$ cat src/rtl/pipe_stage_reg.sv
// Pipeline stage register with valid/ready handshake, synchronous flush and bubble-safe control outputs.
// SKID=1 gives a two-entry skid buffer with registered ready_o; define PIPE_STAGE_PERF_EN for stall/bubble counters.
module pipe_stage_reg #(
  parameter int CTRL_W = 4,
  parameter int DATA_W = 69,
  parameter int SKID   = 1
) (
  input  logic              clk_i,
  input  logic              rst_i,
  input  logic              valid_i,
  output logic              ready_o,
  input  logic [CTRL_W-1:0] ctrl_i,
  input  logic [DATA_W-1:0] data_i,
  input  logic              flush_i,
  output logic              valid_o,
  input  logic              ready_i,
  output logic [CTRL_W-1:0] ctrl_o,
  output logic [DATA_W-1:0] data_o
`ifdef PIPE_STAGE_PERF_EN
  ,
  output logic [31:0]       stall_cnt_o,
  output logic [31:0]       bubble_cnt_o
`endif
);

  typedef enum logic [1:0] {
    ST_EMPTY = 2'd0,
    ST_ONE   = 2'd1,
    ST_FULL  = 2'd2
  } state_t;

  logic              in_fire;
  logic              out_fire;
  logic              main_valid;
  logic              main_load;
  logic [CTRL_W-1:0] main_ctrl;
  logic [DATA_W-1:0] main_data;
  logic [CTRL_W-1:0] main_ctrl_nx;
  logic [DATA_W-1:0] main_data_nx;

  assign in_fire  = valid_i & ready_o;
  assign out_fire = valid_o & ready_i;

  assign valid_o = main_valid;
  // Control bits are gated so a bubble can never write a register or memory downstream.
  assign ctrl_o  = main_valid ? main_ctrl : '0;
  assign data_o  = main_data;

  // NOTE: sequential state uses non-blocking assignments so every flop samples pre-edge values.
  always_ff @(posedge clk_i or posedge rst_i) begin
    if (rst_i) begin
      main_ctrl <= '0;
      main_data <= '0;
    end else if (main_load) begin
      main_ctrl <= main_ctrl_nx;
      main_data <= main_data_nx;
    end
  end

  if (SKID != 0) begin : g_skid
    state_t            state;
    state_t            state_nx;
    logic              ready_q;
    logic              load_main_in;
    logic              load_main_skid;
    logic              load_skid;
    logic [CTRL_W-1:0] skid_ctrl;
    logic [DATA_W-1:0] skid_data;

    always_ff @(posedge clk_i or posedge rst_i) begin
      if (rst_i) begin
        state   <= ST_EMPTY;
        ready_q <= 1'b0;
      end else begin
        state   <= state_nx;
        ready_q <= (state_nx != ST_FULL);
      end
    end

    // NOTE: every output of this block gets a default first, so no path leaves a latch behind.
    always_comb begin
      state_nx       = state;
      load_main_in   = 1'b0;
      load_main_skid = 1'b0;
      load_skid      = 1'b0;
      if (flush_i) begin
        state_nx = ST_EMPTY;
      end else begin
        unique case (state)
          ST_EMPTY: begin
            if (in_fire) begin
              state_nx     = ST_ONE;
              load_main_in = 1'b1;
            end
          end
          ST_ONE: begin
            case ({in_fire, out_fire})
              2'b11: load_main_in = 1'b1;
              2'b10: begin
                state_nx  = ST_FULL;
                load_skid = 1'b1;
              end
              2'b01: state_nx = ST_EMPTY;
              default: ;
            endcase
          end
          ST_FULL: begin
            // ready_o is low here, so only the older entry can leave; the skid entry takes its place.
            if (out_fire) begin
              state_nx       = ST_ONE;
              load_main_skid = 1'b1;
            end
          end
          default: state_nx = ST_EMPTY;
        endcase
      end
    end

    // NOTE: the skid payload is not reset; it is only ever read after being written in the FULL path.
    always_ff @(posedge clk_i) begin
      if (load_skid) begin
        skid_ctrl <= ctrl_i;
        skid_data <= data_i;
      end
    end

    assign ready_o      = ready_q;
    assign main_valid   = (state != ST_EMPTY);
    assign main_load    = load_main_in | load_main_skid;
    assign main_ctrl_nx = load_main_skid ? skid_ctrl : ctrl_i;
    assign main_data_nx = load_main_skid ? skid_data : data_i;
  end else begin : g_single
    logic valid_q;
    logic rst_done_q;

    always_ff @(posedge clk_i or posedge rst_i) begin
      if (rst_i) begin
        valid_q    <= 1'b0;
        rst_done_q <= 1'b0;
      end else begin
        rst_done_q <= 1'b1;
        if (flush_i) begin
          valid_q <= 1'b0;
        end else if (in_fire) begin
          valid_q <= 1'b1;
        end else if (out_fire) begin
          valid_q <= 1'b0;
        end
      end
    end

    // rst_done_q keeps ready_o low until the first edge after reset without a reset-to-output path.
    assign ready_o      = rst_done_q & (ready_i | ~valid_q);
    assign main_valid   = valid_q;
    assign main_load    = in_fire & ~flush_i;
    assign main_ctrl_nx = ctrl_i;
    assign main_data_nx = data_i;
  end

`ifdef PIPE_STAGE_PERF_EN
  always_ff @(posedge clk_i or posedge rst_i) begin
    if (rst_i) begin
      stall_cnt_o  <= '0;
      bubble_cnt_o <= '0;
    end else begin
      if (valid_o && !ready_i && (stall_cnt_o != 32'hFFFF_FFFF)) begin
        stall_cnt_o <= stall_cnt_o + 32'd1;
      end
      if (!valid_o && (bubble_cnt_o != 32'hFFFF_FFFF)) begin
        bubble_cnt_o <= bubble_cnt_o + 32'd1;
      end
    end
  end
`endif

endmodule

$ cat config.mk
export PLATFORM = sky130hd
export DESIGN_NAME = pipe_stage_reg
export DESIGN_NICKNAME = d
export VERILOG_FILES = /design/src/rtl/pipe_stage_reg.sv
export SDC_FILE = /design/constraint.sdc
export NUM_CORES = 1
export LEC_CHECK = 0
export BUFFER_PORTS_ARGS = -buffer_cell sky130_fd_sc_hd__buf_2
export CORE_ASPECT_RATIO = 1.2
export CORE_MARGIN = 5
export CORE_UTILIZATION = 30
export CTS_CLUSTER_DIAMETER = 30
export DETAILED_ROUTE_END_ITERATION = 10
export GPL_ROUTABILITY_DRIVEN = 1
export PLACE_DENSITY = 0.53
export SLEW_MARGIN = 15
export SYNTH_ARGS = -nofsm -noshare
export SYNTH_HDL_FRONTEND = slang
export SYNTH_SLANG_ARGS = --single-unit
$ cat constraint.sdc
create_clock -name clk_i -period 7 [get_ports clk_i]
set_input_delay 1.4 -clock clk_i [delete_from_list [all_inputs] [get_ports clk_i]]
set_output_delay 1.4 -clock clk_i [all_outputs]
set_load 0.02 [all_outputs]
== Word-level counts from Yosys, hierarchy flattened ==
Cells that the tools add are included.

* Output and inout bits: 75
* Flip-flop bits (word level): 149
* Input port bits: 78
* Logic and storage cells: 35

* Bitwise logic cells: 3
* Equality and inequality tests: 6
* Reductions and logical operators: 2
* Muxes and demuxes: 18

{| class="wikitable"
|+ Operators with widths
! kind !! number
|-
| $mux W69 || 1
|-
| $mux W1 || 9
|-
| $mux W4 || 2
|-
| $eq A2 B2 Y1 const B || 3
|-
| $mux W2 || 3
|-
| $pmux W2 S3 || 1
|-
| $eq A2 B1 Y1 const B || 2
|-
| $pmux W2 S2 || 1
|-
| $and A1 B1 Y1 || 2
|-
| $logic_not A2 Y1 || 1
|-
| $ne A2 B2 Y1 const B || 1
|-
| $pmux W1 S2 || 1
|-
| $reduce_bool A2 Y1 || 1
|-
| $or A1 B1 Y1 || 1
|}

== Longest topological paths before layout ==
* Word-level depth: 7
* Depth in mapped cells: 6
* Gate-level depth less buffers: 4

== Least setup slack after synthesis ==
No wires, ideal clock.

* Path type: input port to flip-flop
* Start: in flush_i
* End: reg g_skid.skid_ctrl[0] (enable)
* Path slack: -0.267 ns
* Stages on the path: 3
* Path buffers: 0
* Data arrival time: 6.668 ns
* Cell sequence: nor2_1 > nand2_1 > nor3_1

* Longest elaborated chain between the ends: 1

{| class="wikitable"
|+ RTL lines
! what !! line !! text
|-
| start, declared || 14 || <nowiki>input logic flush_i,</nowiki>
|-
| $mux W1 || 86 || <nowiki>if (flush_i) begin</nowiki>
|-
| net g_skid.load_skid || 66 || <nowiki>logic load_skid;</nowiki>
|-
| end signal, assigned || 122 || <nowiki>skid_ctrl <= ctrl_i;</nowiki>
|-
| end, declared || 67 || <nowiki>logic [CTRL_W-1:0] skid_ctrl;</nowiki>
|}

The timed path passes the listed nets, and every way through them passes these cells.
A chain may end at the register's enable or synchronous reset.

== Worst setup path after layout ==
* Start: in flush_i
* End: reg main_data[17] (netlist: data_o[17])

* Longest elaborated chain between the ends: 2
* Elaborated cells on any way between the ends: 4

{| class="wikitable"
|+ RTL lines
! what !! line !! text
|-
| $mux W1 || 86 ||
|-
| $mux W69 / $or A1 B1 Y1 (equally long branches) || 131, 129 ||
|-
| end signal, assigned || 56 || <nowiki>main_data <= main_data_nx;</nowiki>
|-
| end, declared || 37 || <nowiki>logic [DATA_W-1:0] main_data;</nowiki>
|}

Several ways; a longest one is shown, not always the timed one.

==> flow_summary.ini <==
[global_routing]
grt_usage_pct = 12.2
antenna_found_initial = 0
grt_max_degree = 99
grt_overflow = 0
grt_pass1_wl_um = 21100
grt_pass1_vias = 3976

[yosys]
synth-seq-cells = 149
netlist_instances = 415
yosysTopAreaCell = edfxtp_1
synthArstFlopShare_pct = 51.0
ys_top_cells_by_count = dfrtp_1 (76), nor2_1 (75), a21oi_1 (74)
syn_nets = 493
ys_seq_area_share_pct = 69.8
avgSynthCellArea_um2 = 14.1
synth_top_area_share_pct = 37.4
synth_most_common_cell = dfrtp_1
synth.area.top_cells = edfxtp_1 (37%), dfrtp_1 (32%), mux2i_1 (12%)
synth-edff-count = 73
synth_area_um2 = 5860
synth-main-ff-cell = dfrtp_1
ys_types = 19
yosysWarnings = 0

[route]
antenna_left = 0
via_per_inst = 4.42
vias = 3719
drt_pass1_iterations = 4
wl_um = 13300
drt-initial-drc-count = 204
wl_per_cell_um = 15.8
drc = 0

[power_and_ir_drop]
ir_drop_v = 0.000154
cellLeakagePower_nw = 2.80
power_density_nw_per_um2 = 315

[place]
port_buffers = 152
dp_hpwl_um = 8670
gp_congestion = 0.724

[setup_path]
slowest_delay_ns = 0.99
critical_path_class = in2reg
worstPathCellList = buf_2, and3b_4, buf_4, mux2i_1, a21oi_1
cp-start-kind = input port
end_kind = flop
crit_fanout = 47
crit_required_ns = 7.25
critPathArrivalTime_ns = 3.45
critPathSlowestCell = and3b_4

[timing]
fin_crit_sh_pct = 45.7
clock.fmax_mhz = 313
worstMarginPinSlew_ns = 1.04
skew_ns = 0.00879
grt_setup_unrepaired = no
setup_viol = 0
holdWs_ns = 0.520
drv_slew = 0
slew_headroom_pct = 30.8
finalHoldViolCount = 0
period_minus_slack_ns = 3.20
tns_ns = 0

[clock_tree]
postCtsHoldBufs = 0
cts_tree = built
path_clk_slew_ns = 0.06
clkLatencyLatePin_ns = 0.42
clockBufferDepth = 2
root_buffer = clkbuf_16
ctsResizeCount = 0
cts.sinks = 149
numCtsBuffers = 17
cts_htree_levels = 4
cts_setup_buffers = 0

[min_path]
worst_hold_path_type = reg2reg

[die]
ios = 153
dieArea_um2 = 22500
rows = 56
dieWidth_um = 138
die_y_um = 163
core_um2 = 19400
start_util_pct = 30.2

[finish]
nFillCells = 1893
final_util_pct = 37.9
register_area_um2 = 4090
nets = 645
synthToLayoutAreaGrowth_pct = 25.4
drive_gt1_share_pct = 33.8
multi_input_area_um2 = 1550
n_antenna_cell = 0

[status]
status = completed

[job]
cap_violations = 0
==> flip-flops by register name (all words and copies together), names as in the netlist <==
name / flops
g_skid.skid_data: 69
data_o: 69
ready_o: 1
g_skid.skid_ctrl: 4
main_ctrl: 4
g_skid.state: 2
==> kinds of logic (layout without fill, tap and decap cells) <==
kind of cell | count (synthesis) | in the layout | synth area share, %
buffers and inverters | 26 | 191 | 4.23
multiplexers | 73 | 73 | 12.5
flip-flops | 149 | 149 | 69.8
AND/OR/NAND/NOR | 89 | 89 | 6.66
AO/OA/AOI/OAI | 78 | 78 | 6.83
==> routing by layer <==
metal	global-route usage [%]	vias up	wire, um
li1	-	1797	-
met1	14.6	1799	5590
met2	20.4	101	6700
met3	3.08	22	711
met4	5.67	0	320
met5	0	-	0
==> final cells by class <==
class	count	share of cell area [%]
Inverter	2	0.119
Multi-Input combinational cell	240	21.0
Timing Repair Buffer	157	10.9
Tap cell	261	4.44
Clock buffer	20	6.21
Clock inverter	12	1.62
Sequential cell	149	55.7
==> worst max-delay path, delay by kind of cell <==
| family | cells | cell delay (ns) |
|---|---|---|
| buf+inv | 2 | 0.70 |
| simple gates | 1 | 0.99 |
| compound gates | 1 | 0.08 |
| mux | 1 | 0.24 |
==> placed cells by master, fill, tap and decap left out <==
cell type and count:
clkbuf_8 2, clkbuf_1 1, buf_4 4, and3b_4 1
nand4bb_2 1, inv_6 4, buf_6 1, clkbuf_16 17
a31oi_1 1, inv_8 1, a31oi_4 1, nand3b_1 2
dfrtp_1 76, a21o_2 2, a21oi_1 74, clkinv_4 2
nor2b_4 1, edfxtp_1 73, bufinv_16 1, nor3_4 1
nand2_1 2, mux2i_1 73, nor2_1 75, inv_1 1
buf_2 152, nand3_1 1, clkinv_2 3, nor2b_1 4
nand4b_1 1, clkinvlp_4 2
==> report_power, final <==
part,switching (W),total (W),internal (W)
Combinational,0.000240,0.000367,0.000127
Clock,0.000373,0.000888,0.000515
Sequential,0.0000469,0.00106,0.00101
==> final timing paths <==
check                                      from            to  slack [ns]  depth (start not counted)
worst min-delay path               main_ctrl[3]  main_ctrl[3]        0.52                          2
min in group asynchronous                 rst_i    data_o[28]        1.18                          3
worst max register to register  g_skid.state[1]    data_o[17]        4.33                          5
max in group asynchronous                 rst_i    data_o[62]        5.30                          3
worst max-delay path                    flush_i    data_o[17]        3.80                          5
worst min register to register     main_ctrl[3]  main_ctrl[3]        0.52                          2
==> through the flow <==
stage | instances | power [W] | worst slack (ns) | instance area [um^2]
global route | 841 | 0.00244 | 3.63 | 7350
detailed placement | 809 | 0.00145 | 3.30 | 6780
global placement | 809 | 0.00144 | 3.35 | 6780
floorplan | 415 | 0.00130 | 2.02 | 5870
CTS | 841 | 0.00236 | 3.76 | 7350
finish | 841 | 0.00231 | 3.80 | 7350
Note: power is estimated with default switching activity, not from simulation.
